### src/rtl/line_window_3x3.sv
// line_window_3x3: sliding 3x3 pixel window over a raster stream with
// line-delayed taps, frame position tracking and a pipelined 3x3 sum.
//
// Ports:
//   clk        system clock, rising edge
//   Reset      asynchronous active-high reset
//   de         data enable, row0/row1/row2 valid this cycle
//   sof        start of frame (qualified by de), pixel is col 0 / row 0
//   row0       current-line pixel
//   row1       pixel one line above (first line-delay tap)
//   row2       pixel two lines above (second line-delay tap)
//   win        window, [DSIZE*(3r+c) +: DSIZE] = row r (0 oldest), col c (0 oldest)
//   win_valid  win holds a window fully inside the frame (1-cycle strobe)
//   center_x   column of the window centre pixel
//   center_y   row of the window centre pixel
//   sum        sum of the nine window pixels (2 cycles after win)
//   sum_valid  win_valid delayed by two cycles
module line_window_3x3 #(
    parameter int DSIZE = 16,
    parameter int IMG_W = 640,
    parameter int IMG_H = 480,
    parameter int XSIZE = $clog2(IMG_W),
    parameter int YSIZE = $clog2(IMG_H)
) (
    input  logic                 clk,
    input  logic                 Reset,
    input  logic                 de,
    input  logic                 sof,
    input  logic [DSIZE-1:0]     row0,
    input  logic [DSIZE-1:0]     row1,
    input  logic [DSIZE-1:0]     row2,
    output logic [9*DSIZE-1:0]   win,
    output logic                 win_valid,
    output logic [XSIZE-1:0]     center_x,
    output logic [YSIZE-1:0]     center_y,
    output logic [DSIZE+3:0]     sum,
    output logic                 sum_valid
);

    localparam logic [XSIZE-1:0] LAST_X = XSIZE'(IMG_W - 1);
    localparam logic [YSIZE-1:0] LAST_Y = YSIZE'(IMG_H - 1);
    localparam logic [XSIZE-1:0] MIN_X  = XSIZE'(2);
    localparam logic [YSIZE-1:0] MIN_Y  = YSIZE'(2);
    localparam logic [XSIZE-1:0] ONE_X  = XSIZE'(1);
    localparam logic [YSIZE-1:0] ONE_Y  = YSIZE'(1);

    // Window storage, r_w[row][col]; row 0 is the oldest line.
    logic [DSIZE-1:0] r_w [3][3];

    // Position of the next pixel to be accepted.
    logic [XSIZE-1:0] r_col;
    logic [YSIZE-1:0] r_row;

    // Position of the pixel presented this cycle and the one after it.
    logic [XSIZE-1:0] w_c;
    logic [YSIZE-1:0] w_r;
    logic [XSIZE-1:0] w_c_nxt;
    logic [YSIZE-1:0] w_r_nxt;
    logic             w_in_frame;

    // Sum pipeline: per-row partial sums, then the total.
    logic [DSIZE+1:0] r_rs [3];
    logic             r_sv1;

    // sof resyncs the counters onto the current pixel.
    always_comb begin
        w_c = sof ? '0 : r_col;
        w_r = sof ? '0 : r_row;
        if (w_c != LAST_X) begin
            w_c_nxt = w_c + ONE_X;
            w_r_nxt = w_r;
        end else begin
            w_c_nxt = '0;
            w_r_nxt = (w_r != LAST_Y) ? w_r + ONE_Y : '0;
        end
        // Columns 0/1 would pull pixels from the previous line.
        w_in_frame = (w_c >= MIN_X) && (w_r >= MIN_Y);
    end

    always_ff @(posedge clk or posedge Reset) begin
        if (Reset) begin
            r_col <= '0;
            r_row <= '0;
        end else if (de) begin
            r_col <= w_c_nxt;
            r_row <= w_r_nxt;
        end
    end

    always_ff @(posedge clk or posedge Reset) begin
        if (Reset) begin
            for (int r = 0; r < 3; r++) begin
                for (int c = 0; c < 3; c++) begin
                    r_w[r][c] <= '0;
                end
            end
        end else if (de) begin
            for (int r = 0; r < 3; r++) begin
                r_w[r][0] <= r_w[r][1];
                r_w[r][1] <= r_w[r][2];
            end
            r_w[0][2] <= row2;
            r_w[1][2] <= row1;
            r_w[2][2] <= row0;
        end
    end

    always_ff @(posedge clk or posedge Reset) begin
        if (Reset) begin
            win_valid <= 1'b0;
            center_x  <= '0;
            center_y  <= '0;
        end else if (de) begin
            win_valid <= w_in_frame;
            center_x  <= w_c - ONE_X;
            center_y  <= w_r - ONE_Y;
        end else begin
            win_valid <= 1'b0;
        end
    end

    always_comb begin
        win = '0;
        for (int r = 0; r < 3; r++) begin
            for (int c = 0; c < 3; c++) begin
                win[DSIZE*(3*r+c) +: DSIZE] = r_w[r][c];
            end
        end
    end

    // Free-running: the valid bits travel alongside the data.
    always_ff @(posedge clk or posedge Reset) begin
        if (Reset) begin
            for (int r = 0; r < 3; r++) begin
                r_rs[r] <= '0;
            end
            r_sv1     <= 1'b0;
            sum       <= '0;
            sum_valid <= 1'b0;
        end else begin
            for (int r = 0; r < 3; r++) begin
                r_rs[r] <= (DSIZE+2)'(r_w[r][0])
                         + (DSIZE+2)'(r_w[r][1])
                         + (DSIZE+2)'(r_w[r][2]);
            end
            r_sv1     <= win_valid;
            sum       <= (DSIZE+4)'(r_rs[0])
                       + (DSIZE+4)'(r_rs[1])
                       + (DSIZE+4)'(r_rs[2]);
            sum_valid <= r_sv1;
        end
    end

endmodule

### config.mk
export PLATFORM = sky130hd
export DESIGN_NAME = line_window_3x3
export DESIGN_NICKNAME = d
export VERILOG_FILES = /design/src/rtl/line_window_3x3.sv
export SDC_FILE = /design/constraint.sdc
export NUM_CORES = 1
export LEC_CHECK = 0
export BUFFER_PORTS_ARGS = -buffer_cell sky130_fd_sc_hd__buf_2
export CAP_MARGIN = 15
export CORE_ASPECT_RATIO = 0.8
export CORE_UTILIZATION = 53
export CTS_BUF_LIST = sky130_fd_sc_hd__clkbuf_4 sky130_fd_sc_hd__clkbuf_8
export DETAILED_ROUTE_END_ITERATION = 10
export PLACE_DENSITY = 0.82
export SYNTH_ARGS = -nofsm -noshare
export SYNTH_HDL_FRONTEND = slang
export SYNTH_SLANG_ARGS = --single-unit
### constraint.sdc
create_clock -name clk -period 8.4 [get_ports clk]
set_input_delay 0.84 -clock clk [delete_from_list [all_inputs] [get_ports clk]]
set_output_delay 0.84 -clock clk [all_outputs]
set_load 0.02 [all_outputs]
### Word level (Yosys, flattened, before mapping)

Index checks and enable logic that the tools add are counted.
Widths: inputs -> output; s select.

* $add $sub $neg: 12
* muxes and demuxes: 6
* reductions and logical operators: 1
* order comparisons: 2
* eq/ne operators: 2

Operators by type and width (number)
* $add 17x16->18: 3
* $add 16x16->17: 3
* $mux 9: 3
* $add 19x18->20: 1
* $mux 10: 2
* $add 18x18->19: 1
* $add 10x1->10 const B: 1
* $ge 10x2->1 const B: 1
* $ne 10x10->1 const B: 1
* $sub 10x1->10 const B: 1
* $add 9x1->9 const B: 1
* $ge 9x2->1 const B: 1
* $ne 9x9->1 const B: 1
* $sub 9x1->9 const B: 1
* $logic_and 1x1->1: 1
* $mux 1: 1

* flip-flop bits (word level): 259
* logic and storage cells: 43
* output and inout port bits: 185
* input bits: 52

### Depth between registers and ports, before layout

Gate-level depths: netlist of run 1.

* word-level depth: 4
* gate-level depth with buffers: 13
* depth with buffers taken out: 11

### Worst setup path after synthesis of run 1

Ideal clock, no wire load.

* kind: in2reg
* start: input sof
* end: register r_row[7]
* stages: 12
* required time: 8282 ps
* buffers on the path: 3
* path slack: 5353 ps
* data arrival time: 2929 ps
* library setup time: 118 ps
* cells stage by stage: buf_2 -> clkbuf_1 -> inv_1 -> clkbuf_1 -> nand2_1 -> inv_1 -> ha_1 -> nand3_1 -> or4_4 -> a21boi_0 -> o21ai_0 -> a21o_1

* word-level cells in the longest chain between the ends: 4
* elaborated cells on any way between the ends: 7
* those cells by class: add/sub (1); eq/ne (2); mux (4)

RTL lines
* start: declaration: RTL line 28 `input logic sof,`
* $mux 9: RTL line 68 `w_r = sof ? '0 : r_row;`
* $add 9x1->9 or $ne 9x9->1 (tied branches): RTL line 74 `w_r_nxt = (w_r != LAST_Y) ? w_r + ONE_Y : '0;`
* $mux 9: RTL line 74
* $mux 9 (*): RTL line 69 `if (w_c != LAST_X) begin`
* end signal: assignment: RTL line 86 `r_row <= w_r_nxt;`
* end: declaration: RTL line 52 `logic [YSIZE-1:0] r_row;`

Every way passes the cells marked *; elsewhere a longest branch is shown, timed or not.
A chain may end at the register's enable or synchronous reset.

### Worst setup path in the final report of run 1

* start: input sof
* end: register r_row[5]

The elaborated chain is that of the path after synthesis.

==> results.toml, run 1 <==
[setup_path]
cp_data_required_time_ns = 8.89
criticalPathCategory = "in -> reg"
critPathLaunchType = "input pin"
crit_path_end_kind = "flop"
arrival_ns = 3.69
path_max_fanout = 37

[power]
power_leakage_nw = 7.44
p_total_w = 0.00676
power_density_nw_per_um2 = 410
peakVddDrop_mv = 0.209

[synth]
syn_area_um2 = 14100
synth_edf_count = 0
ys_ff_latch = 259
ys_seq_area_share_pct = 46.0
syn_area_per_cell_um2 = 11.9
synth-warning-count = 0
synth-main-ff-cell = "dfrtp_1"
synthCells = 1186
async_reset_ff_share_pct = 100
synth_top_cell_area_share_pct = 46.0
yosys.area.top_type = "dfrtp_1"
synth_nets = 1376
yosys.cell_types.count = 73
synthTopCellsByArea = "dfrtp_1 46%, mux2_2 11%, fa_1 9.9%, ha_1 6.0%, xnor2_1 2.4%"

[global_route]
grt.overflow.total = 0
grt_pass1_wl_um = 51100
grt_usage_pct = 23.7
antenna_found_initial = 1
grt_pass1_vias = 9828
grt_max_degree = 128

[drt]
drc = 0
viasPerCell = 5.59
wl_per_cell_um = 17.4
ant_nets = 0
finalWirelength_um = 31500
drtIter0Drc = 663
drt_pass1_iterations = 6
num_vias = 10100

[final_layout]
fin_util_pct = 62.8
syn_to_final_growth_pct = 16.7
drive_above_1_share_pct = 32.1
fillCellCount = 2069
layout.nets = 1612

[timing]
fmax_mhz = 312
maxSlewHeadroom_pct = 29.6
setup_total_negative_slack_ns = 0
maxSlewViolCount = 0
skew_ns = 0.0302
setup_viol = 0
fin_hold_ws_ns = 0.371
fin_crit_ns = 3.20
hold_viol = 0
fin_crit_sh_pct = 38.1
tightest_slew_ns = 1.06
grt_setup_unrepaired = "no"

[placed_design]
port-buffer-count = 236
place_hpwl_um = 22500
gp_congestion = 0.911

[worst_hold_path]
hold_class = "reg -> reg"

[run]
maxCapViolCount = 0

[clock_tree]
cts_hold_buf = 0
cts_resized = 0
cts_tree = "built"
clkLatencyLatePin_ns = 0.58
root_buffer = "clkbuf_8"
postCtsSetupBuffers = 0
cts.sinks = 259
cts.clk_slew.worst_paths_ns = 0.06
numCtsBuffers = 43
clockBufferDepth = 3
htreeDepth = 2

[floorplan]
die_area_um2 = 27300
initial_utilization_pct = 53.8
io_pins = 237
core-area_um2 = 26200
die_w_um = 184
num_rows = 53
die_height_um = 148

[run_status]
outcome = "finished, final reports clean"
-- layout by cell type, fill, tap and decap left out, types with 13 or more instances in the layout --
master,Yosys,layout
a21oi_1,67,67
a31oi_1,13,13
buf_2,22,235
clkbuf_8,0,56
dfrtp_1,259,259
fa_1,70,70
ha_1,68,68
inv_1,54,53
mux2_2,136,136
nand2_1,55,55
nand3_1,19,19
nor2_1,63,63
nor3_1,21,21
o21ai_0,59,59
o31ai_1,13,13
xnor2_1,39,39
xor2_1,22,22
-- critical path: stages --
cell and delay [ns]:
buf_2 0.30, inv_1 0.50, nand2_1 0.14, inv_1 0.11, ha_1 0.20, nand3_2 0.14
nor4_4 0.80, and2_2 0.33, nand2_1 0.13, o221ai_1 0.18
-- power breakdown --
group	internal [W]	switching, W	leakage, nW
Clock	0.000677	0.000511	0.503
Combinational	0.00154	0.00216	3.88
Sequential	0.00161	0.000260	3.07
-- path summary, 6_finish.rpt --
check / start / to / slack, ns / depth (start not counted)
worst max-delay path: sof / r_row[5] / 5.20 / 10
worst min-delay path: r_sv1 / sum_valid / 0.37 / 0
worst max register to register: win[113] / r_rs[15] / 5.35 / 8
worst min register to register: r_sv1 / sum_valid / 0.37 / 0
max in group asynchronous: Reset / win[135] / 6.56 / 3
min in group asynchronous: Reset / win[83] / 0.43 / 2
-- area by class of cell --
class / count / area [µm²] / share of cell area [%]
inverter: 54 / 210 / 1.28
sequential: 259 / 6480 / 39.4
multi-input combinational: 825 / 7180 / 43.6
antenna: 1 / 2.50 / 0.0152
tap: 357 / 447 / 2.71
clock buffer: 67 / 853 / 5.18
timing repair buffer: 239 / 1210 / 7.35
clock inverter: 10 / 75.1 / 0.456
-- sequential cells by signal (all words and copies together) (netlist names) --
name and flops:
center_x 10, r_col 10, r_rs 54, win 144
sum 20, sum_valid 1, center_y 9, r_row 9
win_valid 1, r_sv1 1
-- stage by stage --
| step | setup slack, ns | cells | area, µm² |
|---|---|---|---|
| floorplan | 0.433 | 1186 | 14100 |
| global placement | 4.74 | 1734 | 15500 |
| detailed placement | 4.68 | 1734 | 15500 |
| CTS | 5.30 | 1811 | 16500 |
| global route | 4.96 | 1811 | 16500 |
| finish | 5.20 | 1812 | 16500 |
-- kinds of logic after synthesis --
family	count (synthesis)	share of synthesized area, %
AO/OA/AOI/OAI	259	11.8
flip-flops	259	46.0
AND/OR/NAND/NOR	229	8.31
multiplexers	138	11.0
adder cells (fa/ha/maj)	138	16.0
buffers and inverters	102	3.12
XOR/XNOR	61	3.79
-- synthesized netlist by cell type, types with 19 or more instances --
cell      count
a21oi_1      67
buf_2        22
clkbuf_1     20
dfrtp_1     259
fa_1         70
ha_1         68
inv_1        54
mux2_2      136
nand2_1      55
nand3_1      19
nor2_1       63
nor3_1       21
o21ai_0      59
xnor2_1      39
xor2_1       22
-- layer usage --
layer	part of all wire, %	GRT usage (%)	routed length [µm]
met4	2.0	7.21	619
met5	0	0	0
met3	7.8	5.91	2440
met1	47	34.8	14700
met2	44	34.5	13700
No activity file was read; power rests on OpenSTA's default activity.
==> run 2: changes to the inputs <==
--- a/config.mk
+++ b/config.mk
@@ -8,10 +8,10 @@
 export BUFFER_PORTS_ARGS = -buffer_cell sky130_fd_sc_hd__buf_2
 export CAP_MARGIN = 15
 export CORE_ASPECT_RATIO = 0.8
-export CORE_UTILIZATION = 53
+export CORE_UTILIZATION = 59
 export CTS_BUF_LIST = sky130_fd_sc_hd__clkbuf_4 sky130_fd_sc_hd__clkbuf_8
 export DETAILED_ROUTE_END_ITERATION = 10
-export PLACE_DENSITY = 0.82
+export PLACE_DENSITY = 0.86
 export SYNTH_ARGS = -nofsm -noshare
 export SYNTH_HDL_FRONTEND = slang
 export SYNTH_SLANG_ARGS = --single-unit
==> constraint.sdc (replaced) <==
create_clock -name clk -period 3.1 [get_ports clk]
set_input_delay 0.31 -clock clk [delete_from_list [all_inputs] [get_ports clk]]
set_output_delay 0.31 -clock clk [all_outputs]
set_load 0.02 [all_outputs]
==> results.toml, run 2 (synthesis gave the netlist of run 1 again) <==
[timing]
fin_crit_ns = 2.86
hold_viol = 0
setup_viol = 0
maxSlewViolCount = 0
skew_ns = 0.0213
maxSlewHeadroom_pct = 47.2
tightest_slew_ns = 0.773
fmax_mhz = 350
layout_setup_ws_ns = 0.239
grt_setup_unrepaired = "no"
fin_hold_ws_ns = 0.0270
fin_crit_sh_pct = 92.3

[clock_tree]
cts.clk_slew.worst_paths_ns = 0.07
numCtsBuffers = 41
clockBufferDepth = 3
cts_tree = "built"
root_buffer = "clkbuf_8"
cts.sinks = 259
postCtsSetupBuffers = 0
htreeDepth = 2
clkLatencyLatePin_ns = 0.53

[placed_design]
place_hpwl_um = 23800
port-buffer-count = 236
post-place-ws_ns = 0.187
gp_congestion = 0.924

[power]
p_total_w = 0.0183
peakVddDrop_mv = 0.715
power_density_nw_per_um2 = 1080
power_leakage_nw = 7.68

[global_route]
grt.overflow.total = 0
antenna_found_initial = 0
grt_pass1_vias = 10700
grt_usage_pct = 28.0
grt_pass1_wl_um = 54800
grt_max_degree = 77

[setup_path]
arrival_ns = 3.26
critPathLaunchType = "flop"
path_max_fanout = 4
crit_path_end_kind = "flop"
criticalPathCategory = "reg -> reg"
cp_data_required_time_ns = 3.50

[drt]
drt_pass1_iterations = 5
num_vias = 10400
finalWirelength_um = 33300
ant_nets = 0
drtIter0Drc = 656
wl_per_cell_um = 18.4
drc = 0
viasPerCell = 5.74

[final_layout]
largest_register_ffs = 144
fillCellCount = 1631
layout_common_cells = "259 x dfrtp_1, 235 x buf_2, 136 x mux2_2"
final_common_cell = "dfrtp_1"
syn_to_final_growth_pct = 20.3
multi_input_area_um2 = 7190
layout.nets = 1665
seqCellArea_um2 = 6480
fin_util_pct = 72.5
drive_above_1_share_pct = 31.8
diodes = 0

[floorplan]
initial_utilization_pct = 60.3
die_area_um2 = 24500
num_rows = 50
die_height_um = 140
io_pins = 237
core-area_um2 = 23400
die_w_um = 175

[run]
maxCapViolCount = 0

[run_status]
outcome = "finished, final reports clean"

[worst_hold_path]
hold_class = "in -> reg"
## run 2: worst max-delay path, cell delays in order (launching register included)
cell and delay (ns):
dfrtp_1 0.42, fa_1 0.48, ha_1 0.26, fa_1 0.41
a21oi_1 0.29, nor3_1 0.12, a2111oi_2 0.44, a21oi_1 0.15
xor2_1 0.16
## run 2: final cells by class
class,count,share of cell area (%)
multi-input cells,825,42.4
flip-flops and latches,259,38.2
repair buffers,294,10.7
clock buffers,62,4.63
well taps,312,2.30
inverters,54,1.22
clock inverters,10,0.605
## run 2: metrics by stage
| stage | cells | TNS [ns] | instance area, µm² |
|---|---|---|---|
| 2_1_floorplan | 1186 | -161.51 | 14100 |
| 3_3_place_gp | 1704 | 0 | 15700 |
| 3_5_place_dp | 1704 | 0 | 15700 |
| 4_1_cts | 1814 | 0 | 16900 |
| 5_1_grt | 1816 | 0 | 17000 |
| 6_report | 1816 | 0 | 17000 |
## run 2: path summary, 6_finish.rpt
kind,to,slack [ns],cells past startpoint,startpoint
max in group asynchronous,center_y[5],2.04,5,Reset
min reg2reg,sum_valid,0.37,0,r_sv1
min in group asynchronous,center_x[7],0.26,3,Reset
min,win[135],0.03,2,row0[7]
max reg2reg,r_rs[47],0.24,8,win[17]
max,r_rs[47],0.24,8,win[17]
## run 2: power by group
group          internal [W]  leakage (nW)  total (W)  switching [W]
Sequential          0.00437          3.07    0.00509       0.000720
Clock               0.00178         0.473    0.00310        0.00132
Combinational       0.00425          4.14     0.0101        0.00585
Total                0.0104          7.68     0.0183        0.00789
## run 2: metal layers
| metal | vias up | GRT usage, % | wire (µm) |
|---|---|---|---|
| met1 | 5140 | 39.7 | 14800 |
| met2 | 390 | 44.5 | 15600 |
| li1 | 4836 | - | - |
| met5 | - | 0 | 0 |
| met4 | 0 | 6.86 | 590 |
| met3 | 56 | 5.78 | 2340 |
## run 2: timing repair
item / CTS / global route
hold buffers: 38 / 1
hold endpoints to repair: 38 / 86
setup endpoints to repair: 0 / 1
resized for setup: 0 / 1
==> run 3: changes to the inputs <==
--- a/config.mk
+++ b/config.mk
@@ -5,12 +5,13 @@
 export SDC_FILE = /design/constraint.sdc
 export NUM_CORES = 1
 export LEC_CHECK = 0
-export BUFFER_PORTS_ARGS = -buffer_cell sky130_fd_sc_hd__buf_2
+export BUFFER_PORTS_ARGS = -buffer_cell sky130_fd_sc_hd__buf_4
 export CAP_MARGIN = 15
 export CORE_ASPECT_RATIO = 0.8
 export CORE_UTILIZATION = 59
 export CTS_BUF_LIST = sky130_fd_sc_hd__clkbuf_4 sky130_fd_sc_hd__clkbuf_8
 export DETAILED_ROUTE_END_ITERATION = 10
+export HOLD_SLACK_MARGIN = 0.08
 export PLACE_DENSITY = 0.86
 export SYNTH_ARGS = -nofsm -noshare
 export SYNTH_HDL_FRONTEND = slang
==> results.toml, run 3 (synthesis gave the netlist of run 1 again) <==
[floorplan]
die_w_um = 175
initial_utilization_pct = 60.3
core-area_um2 = 23400
num_rows = 50
die_height_um = 140
io_pins = 237
die_area_um2 = 24500

[worst_hold_path]
min_path_cells = 2
hold_path_startpoint = "sof"
hold_class = "in -> reg"
min_to = "r_row[4]"

[timing]
maxSlewViolCount = 0
fmax_mhz = 349
fin_crit_sh_pct = 92.5
hold_viol = 0
grt_setup_unrepaired = "no"
skew_ns = 0.0119
fin_crit_ns = 2.87
setup_total_negative_slack_ns = 0
tightest_slew_ns = 0.714
setup_viol = 0
maxSlewHeadroom_pct = 51.8

[setup_path]
regToRegSetupSlack_ns = 0.23
cp_data_required_time_ns = 3.51
reg2reg_to = "r_rs[15]"
r2r_cells = 8
criticalPathCategory = "reg -> reg"
arrival_ns = 3.28
path_max_fanout = 4
critPathLaunchType = "flop"
r2r-start = "win[113]"
crit_path_end_kind = "flop"

[final_layout]
largest_register_ffs = 144
layout_common_cells = "259 x dfrtp_1, 241 x buf_4, 136 x mux2_2"
fillCellCount = 1559
diodes = 0
syn_to_final_growth_pct = 24.4
final_common_cell = "dfrtp_1"
drive_above_1_share_pct = 31.2
layout.nets = 1668
fin_area_um2 = 17500

[placed_design]
gp_congestion = 0.922
placed_cell_area_um2 = 16200
place_hpwl_um = 23400
port-buffer-count = 236

[global_route]
grt_usage_pct = 28.2
grt.overflow.total = 0
antenna_found_initial = 0
grt_pass1_vias = 10700
grt_pass1_wl_um = 55100
grt_max_degree = 108

[power]
seq_power_share_pct = 27.5
p_total_w = 0.0186
power_density_nw_per_um2 = 1060
peakVddDrop_mv = 0.606
internal_power_w = 0.0106
p_clk_share_pct = 16.3
p_comb_share_pct = 56.2
power_leakage_nw = 7.87
p_switching_w = 0.00798
switching_share_pct = 43.0

[drt]
viasPerCell = 5.77
wl_per_cell_um = 18.3
finalWirelength_um = 33300
drc = 0
drt_pass1_iterations = 5
drtIter0Drc = 769
ant_nets = 0
num_vias = 10500

[run]
maxCapViolCount = 0

[clock_tree]
postCtsSetupBuffers = 0
root_buffer = "clkbuf_8"
numCtsBuffers = 42
clockBufferDepth = 3
cts.sinks = 259
htreeDepth = 2
cts.clk_slew.worst_paths_ns = 0.06
clkLatencyLatePin_ns = 0.53
cts_tree = "built"

[run_status]
outcome = "finished, final reports clean"
run 3: how the worst max path moves through the flow:
stage | start | end | slack [ns] | cells past startpoint
2_1_floorplan | Reset | center_x[0] | -0.62 | 1
3_3_place_gp | win[97] | r_rs[15] | 0.25 | 8
3_5_place_dp | win[97] | r_rs[15] | 0.14 | 8
4_1_cts | win[113] | r_rs[15] | 0.15 | 8
5_1_grt | win[113] | r_rs[15] | 0.08 | 8
6_report | win[113] | r_rs[15] | 0.23 | 8
run 3: power by group through the flow:
stage | logic (W) | clock network, W | registers, W
2_1_floorplan | 0.00698 | 0 | 0.00549
3_3_place_gp | 0.0100 | 0 | 0.00512
3_5_place_dp | 0.0103 | 0 | 0.00516
4_1_cts | 0.0104 | 0.00310 | 0.00511
5_1_grt | 0.0116 | 0.00326 | 0.00522
6_report | 0.0104 | 0.00302 | 0.00510
run 3: metal layers:
layer / vias up / GRT usage (%) / part of all wire (%)
li1: 4847 / - / -
met1: 5155 / 39.1 / 43
met2: 425 / 44.5 / 47
met3: 58 / 6.95 / 7.9
met4: 0 / 7.96 / 2.1
met5: - / 0 / 0
run 3: cell type report:
cell class	instances	area [µm²]	area share, %
Clock buffer	65	845	4.81
Sequential cell	259	6480	36.9
Multi-Input combinational cell	825	7190	41.0
Timing Repair Buffer	296	2410	13.7
Clock inverter	5	25.0	0.143
Inverter	54	206	1.18
Tap cell	312	390	2.23
run 3: stage by stage:
step	setup slack [ns]	util, %	instances	hold WS, ns
finish	0.234	75.0	1816	0.121
global route	0.0751	75.0	1816	0.120
CTS	0.154	75.0	1816	0.0810
detailed placement	0.135	69.1	1697	0.345
global placement	0.249	69.1	1697	0.342
floorplan	-0.624	-	1186	0.331
run 3: timing repair:
item	4_1_cts	5_1_grt
gates resized for setup	0	1
endpoints found under the hold margin	70	0
hold buffers	49	0
endpoints found under the setup margin	0	1
run 3: worst max-delay path, stage by stage (launching register included):
cell      delay, ns
dfrtp_1        0.42
fa_1           0.46
ha_1           0.26
fa_1           0.44
a211oi_2       0.25
o21a_1         0.22
nor3_1         0.09
or4_1          0.51
o311ai_0       0.11
